==> src/rtl/io_line_bridge_if.sv <==
// Host-side valid/ready channels of the processor line bridge.
// host_in_*  : host -> processor words (into the RX FIFO)
// host_out_* : processor -> host words (out of the TX FIFO)
interface io_line_bridge_if;
    logic [13:0] host_in_data;
    logic        host_in_valid;
    logic        host_in_ready;
    logic [13:0] host_out_data;
    logic        host_out_valid;
    logic        host_out_ready;

    // Host side drives offers and acceptance.
    modport master (
        output host_in_data,
        output host_in_valid,
        input  host_in_ready,
        input  host_out_data,
        input  host_out_valid,
        output host_out_ready
    );

    // Bridge side.
    modport slave (
        input  host_in_data,
        input  host_in_valid,
        output host_in_ready,
        output host_out_data,
        output host_out_valid,
        input  host_out_ready
    );
endinterface

==> src/rtl/io_line_bridge.sv <==
// Bridge between the processor's raw 16-bit inputLine/outputLine port and a
// valid/ready host. outputLine carries toggle-encoded push (bit 14) and ack
// (bit 15) events; each direction is buffered by a DEPTH-entry FIFO.
module io_line_bridge #(
    parameter int unsigned DEPTH = 8
) (
    input  logic              clk,
    input  logic              rst,
    input  logic [15:0]       outputLine,
    output logic [15:0]       inputLine,
    io_line_bridge_if.slave   host,
    output logic              tx_overflow,
    output logic              rx_underflow
);
    localparam int unsigned AW = $clog2(DEPTH);
    localparam int unsigned CW = AW + 1;
    localparam logic [CW-1:0] FULL_CNT = CW'(DEPTH);

    logic [15:0]   s;
    logic [15:0]   p;
    logic [1:0]    prime;
    logic          armed;
    logic          tx_evt;
    logic          ack_evt;

    logic [13:0]   tx_mem [DEPTH];
    logic [AW-1:0] tx_wr;
    logic [AW-1:0] tx_rd;
    logic [CW-1:0] tx_cnt;
    logic          tx_full;
    logic          tx_empty;
    logic          tx_push;
    logic          tx_pop;

    logic [13:0]   rx_mem [DEPTH];
    logic [AW-1:0] rx_wr;
    logic [AW-1:0] rx_rd;
    logic [CW-1:0] rx_cnt;
    logic          rx_full;
    logic          rx_empty;
    logic          rx_push;
    logic          rx_pop;

    // The first two post-reset samples may hold arbitrary power-up levels,
    // so toggle detection only starts once both s and p hold real samples.
    assign armed   = (prime == 2'd2);
    assign tx_evt  = armed & (s[14] ^ p[14]);
    assign ack_evt = armed & (s[15] ^ p[15]);

    assign tx_full  = (tx_cnt == FULL_CNT);
    assign tx_empty = (tx_cnt == '0);
    assign rx_full  = (rx_cnt == FULL_CNT);
    assign rx_empty = (rx_cnt == '0);

    // Full/empty are judged on pre-edge counts, so a full FIFO drops a
    // simultaneous push even while it pops.
    assign tx_push = tx_evt & ~tx_full;
    assign tx_pop  = host.host_out_ready & ~tx_empty;
    assign rx_push = host.host_in_valid & ~rx_full;
    assign rx_pop  = ack_evt & ~rx_empty;

    assign host.host_out_valid = ~tx_empty;
    assign host.host_out_data  = tx_mem[tx_rd];
    assign host.host_in_ready  = ~rx_full;
    assign inputLine = {~rx_empty, tx_full, rx_empty ? 14'h0000 : rx_mem[rx_rd]};

    // Two-stage sample of the processor line plus the arming counter.
    always_ff @(posedge clk) begin
        if (rst) begin
            s     <= '0;
            p     <= '0;
            prime <= '0;
        end else begin
            s <= outputLine;
            p <= s;
            if (!armed) begin
                prime <= prime + 2'd1;
            end
        end
    end

    // TX FIFO pointers, occupancy and overflow flag.
    always_ff @(posedge clk) begin
        if (rst) begin
            tx_wr       <= '0;
            tx_rd       <= '0;
            tx_cnt      <= '0;
            tx_overflow <= 1'b0;
        end else begin
            if (tx_push) begin
                tx_wr <= tx_wr + AW'(1);
            end
            if (tx_pop) begin
                tx_rd <= tx_rd + AW'(1);
            end
            tx_cnt <= tx_cnt + CW'(tx_push) - CW'(tx_pop);
            if (tx_evt && tx_full) begin
                tx_overflow <= 1'b1;
            end
        end
    end

    // TX FIFO storage; the word pushed is the sample that carried the toggle.
    always_ff @(posedge clk) begin
        if (!rst && tx_push) begin
            tx_mem[tx_wr] <= s[13:0];
        end
    end

    // RX FIFO pointers, occupancy and underflow flag.
    always_ff @(posedge clk) begin
        if (rst) begin
            rx_wr        <= '0;
            rx_rd        <= '0;
            rx_cnt       <= '0;
            rx_underflow <= 1'b0;
        end else begin
            if (rx_push) begin
                rx_wr <= rx_wr + AW'(1);
            end
            if (rx_pop) begin
                rx_rd <= rx_rd + AW'(1);
            end
            rx_cnt <= rx_cnt + CW'(rx_push) - CW'(rx_pop);
            if (ack_evt && rx_empty) begin
                rx_underflow <= 1'b1;
            end
        end
    end

    // RX FIFO storage written from the host channel.
    always_ff @(posedge clk) begin
        if (!rst && rx_push) begin
            rx_mem[rx_wr] <= host.host_in_data;
        end
    end
endmodule

==> src/flat_wrapper.sv <==
// flat-port wrapper written by rule: the top's interface ports become plain ports
module io_line_bridge_flat 
#(
    parameter int unsigned DEPTH = 8
)
  (clk, rst, outputLine, inputLine, tx_overflow, rx_underflow, host_host_in_data, host_host_in_valid, host_host_in_ready, host_host_out_data, host_host_out_valid, host_host_out_ready);
  io_line_bridge_if host_i ();
  input  logic clk;
  input  logic rst;
  input  logic [15:0] outputLine;
  output logic [15:0] inputLine;
  output logic tx_overflow;
  output logic rx_underflow;
  input wire logic [$bits(host_i.host_in_data)-1:0] host_host_in_data;
  input wire logic [$bits(host_i.host_in_valid)-1:0] host_host_in_valid;
  output wire logic [$bits(host_i.host_in_ready)-1:0] host_host_in_ready;
  output wire logic [$bits(host_i.host_out_data)-1:0] host_host_out_data;
  output wire logic [$bits(host_i.host_out_valid)-1:0] host_host_out_valid;
  input wire logic [$bits(host_i.host_out_ready)-1:0] host_host_out_ready;
  assign host_i.host_in_data = host_host_in_data;
  assign host_i.host_in_valid = host_host_in_valid;
  assign host_host_in_ready = host_i.host_in_ready;
  assign host_host_out_data = host_i.host_out_data;
  assign host_host_out_valid = host_i.host_out_valid;
  assign host_i.host_out_ready = host_host_out_ready;
  io_line_bridge #(.DEPTH(DEPTH)) u_core (.clk(clk), .rst(rst), .outputLine(outputLine), .inputLine(inputLine), .host(host_i), .tx_overflow(tx_overflow), .rx_underflow(rx_underflow));
endmodule
==> config.mk <==
export PLATFORM = sky130hd
export DESIGN_NAME = io_line_bridge_flat
export DESIGN_NICKNAME = d
export VERILOG_FILES = /design/src/rtl/io_line_bridge_if.sv /design/src/rtl/io_line_bridge.sv /design/src/flat_wrapper.sv
export SDC_FILE = /design/constraint.sdc
export NUM_CORES = 1
export LEC_CHECK = 0
export BUFFER_PORTS_ARGS = -buffer_cell sky130_fd_sc_hd__buf_2
export CORE_ASPECT_RATIO = 0.5
export CORE_MARGIN = 1
export CORE_UTILIZATION = 40
export DETAILED_ROUTE_END_ITERATION = 12
export PLACE_DENSITY_LB_ADDON = 0.08
export REMOVE_ABC_BUFFERS = 1
export SETUP_SLACK_MARGIN = 0.02
export SYNTH_ARGS = -nofsm -noshare
export SYNTH_HDL_FRONTEND = slang
export SYNTH_SLANG_ARGS = --single-unit
==> constraint.sdc <==
create_clock -name clk -period 4.7 [get_ports clk]
set_input_delay 0.94 -clock clk [delete_from_list [all_inputs] [get_ports clk]]
set_output_delay 0.94 -clock clk [all_outputs]
set_load 0.02 [all_outputs]
==> flow_summary_export.csv <==
group,metric,value,unit
status,outcome,"finished clean",
critical_path,critPathMaxStageDelay,720,ps
synth,syn_avg_cell_area,19.4,sq um
global_routing,grtUsageTotal,15.3,%
routing,vias,5102,
synth,ys_ff_latch,272,
global_routing,antenna_found_initial,0,
global_routing,grt_pass1_vias,5258,
critical_path,required,3760,ps
clocking,hold_buffers,0,
power,p_leak,4.17,nW
power,peakVddDrop,247,uV
clocking,clk-insertion-delay-late,520,ps
clocking,clk_path_buf_depth,3,
floorplan,die_x,232,um
floorplan,initial_utilization,41.4,%
routing,drt-initial-drc-count,336,
critical_path,path_delay_family,"flip-flops",
sta,worst-slew-pin-transition,935,ps
critical_path,crit_type,"reg2out",
routing,vias_per_cell,5.13,
sta,hold_viol,0,
flow_run,maxCapViolations,0,
synth,synth_flop_cell,"edfxtp_1",
clocking,cts-root-buf,"clkbuf_16",
sta,max_freq,282,MHz
sta,setup_viol,0,
routing,post_drt_wl_per_cell,20.3,um
floorplan,dieArea,0.0272,sq mm
clocking,post_cts_buffers,0,
sta,rsz0062_at_grt,"false",
critical_path,startpoint_type,"flop",
cells_and_area,mostFrequentLayoutCell,"edfxtp_1",
sta,finClkSkew,11.7,ps
routing,wl,20.2,mm
placement,io_buffers,67,
cells_and_area,diodes,0,
floorplan,die_h,117,um
cells_and_area,area_growth,15.9,%
placement,place.gp.congestion,0.680,
min_path,holdCritPathClass,"reg2reg",
sta,fin_crit_sh,75.3,%
clocking,numCtsBuffers,25,
synth,synthDistinctLibCells,40,
synth,yosysSeqAreaShare,72.6,%
cells_and_area,finalNetCount,684,
critical_path,crit_buf_inv,2,
routing,drtAntennaViolNets,0,
global_routing,grt_pass1_wl,30.6,mm
cells_and_area,final_cell_mix,"edfxtp_1 (224), buf_2 (67), dfxtp_1 (46)",
synth,syn-instance-count,546,
cells_and_area,drive_above_1_share,30.3,%
synth,yosys_warnings,0,
critical_path,crit_slowest_cell,"dfxtp_2",
placement,post_dp_cell_area,0.0114,sq mm
clocking,cts_tree,"done",
clocking,cts.sinks,272,
clocking,clk_pin_slew,70,ps
global_routing,overflow,0,
floorplan,rows,41,
routing,drt_pass1_iterations,5,
critical_path,cp.arrival,2600,ps
floorplan,core,0.0256,sq mm
sta,max-slew-margin-rel,37.4,%
routing,drc_errors,0,
sta,period_needed,3540,ps
sta,fin_ws,1160,ps
synth,async_reset_ff_share,0,%
synth,synth-edff-count,224,
floorplan,io_pins,68,
critical_path,critical_path_peak_fanout,16,
critical_path,end_kind,"primary output",
global_routing,grt_max_degree,41,
clocking,cts_resized,0,
sta,fin_setup_tns,0,ps
placement,dpl_worst_slack,1640,ps
power,powerDensity,483,mW/mm^2
placement,dpl.hpwl,11.5,mm
sta,maxSlewViolCount,0,
clocking,htreeDepth,1,
cells_and_area,postLayoutCellArea,0.0123,sq mm
synth,synth_area,0.0106,sq mm
critical_path,crit_chain,"buf_4 -> mux4_2 -> a22o_1 -> buf_2",
## state kept, by name, summed over array words and instances, names as in the netlist, 3 cells and up, named ones only
| name | count |
|---|---|
| u_core.tx_rd | 3 |
| u_core.tx_wr | 3 |
| u_core.rx_rd | 3 |
| u_core.tx_mem | 112 |
| u_core.rx_mem | 112 |
| u_core.rx_cnt | 4 |
| u_core.rx_wr | 3 |
| u_core.tx_cnt | 4 |
| u_core.s | 16 |
## where the power goes
group | switching (mW) | internal (mW)
clock | 0.898 | 1.21
sequential | 0.0653 | 2.70
combinational | 0.599 | 0.462
## kinds of logic (layout without fill, tap and decap cells)
group,count (synthesis),count (layout),share of synthesized area (%)
simple gates,91,91,4.86
flops,272,272,72.6
xor+xnor,6,6,0.496
compound gates,32,32,2.15
mux,83,83,15.6
buf+inv,44,149,2.06
fa+ha+maj,18,18,2.27
## through the flow
step,std cells,total power [mW],util (%),hold slack [ps]
floorplan,523,3.55,-,455
global placement,949,3.88,44.6,445
detailed placement,949,3.90,44.6,461
CTS,995,6.02,47.9,478
global route,995,6.20,47.9,502
finish,995,5.93,47.9,466
## final cells by class
type / instances / area, sq um
Clock buffer: 28 / 637
Clock inverter: 18 / 209
Fill cell: 2144 / 13300
Inverter: 21 / 78.8
Multi-Input combinational cell: 230 / 2780
Sequential cell: 272 / 7690
Tap cell: 344 / 430
Timing Repair Buffer: 82 / 448
## layer usage
metal	part of all wire [%]	global-route usage, %	vias up
li1	-	-	2353
met5	0	0	-
met2	49	26.6	97
met4	1.4	2.94	0
met3	4.2	3.61	23
met1	45	19.9	2629
## worst reg2reg max path: cells and delay by family, from the launching register on
family | cells | cell delay, ps
flip-flops | 1 | 300
AO/OA/AOI/OAI | 2 | 340
buffers and inverters | 3 | 410
multiplexers | 1 | 340
AND/OR/NAND/NOR | 2 | 740
adder cells (fa/ha/maj) | 2 | 400
## worst paths after layout
check	to	depth (start not counted)	slack (ps)	from
max	inputLine[11]	4	1160	flop
min	u_core.tx_overflow	2	470	u_core.tx_overflow
max reg2reg	u_core.rx_cnt[3]	10	2060	u_core.rx_cnt[2]
min reg2reg	u_core.tx_overflow	2	470	u_core.tx_overflow
## synthesized netlist by cell type, types with 4 or more instances
library cell  instances  area, sq um
mux2i_1               4         40.0
inv_1                21         78.8
edfxtp_1            224         6730
xor2_1                4         35.0
nor2b_1              28          175
a22o_1               14          123
nor2_1               23         86.3
nand2b_1              6         37.5
nand3_1               5         25.0
mux2_2               23          259
ha_1                 16          200
o21ai_0               4         20.0
mux4_2               32          721
clkbuf_1              9         33.8
a21oi_1               8         40.0
nor3_1                7         35.0
mux4_1               24          631
buf_2                 5         25.0
buf_6                 5         56.3
dfxtp_1              48          961
No activity file was read; power rests on OpenSTA's default activity.
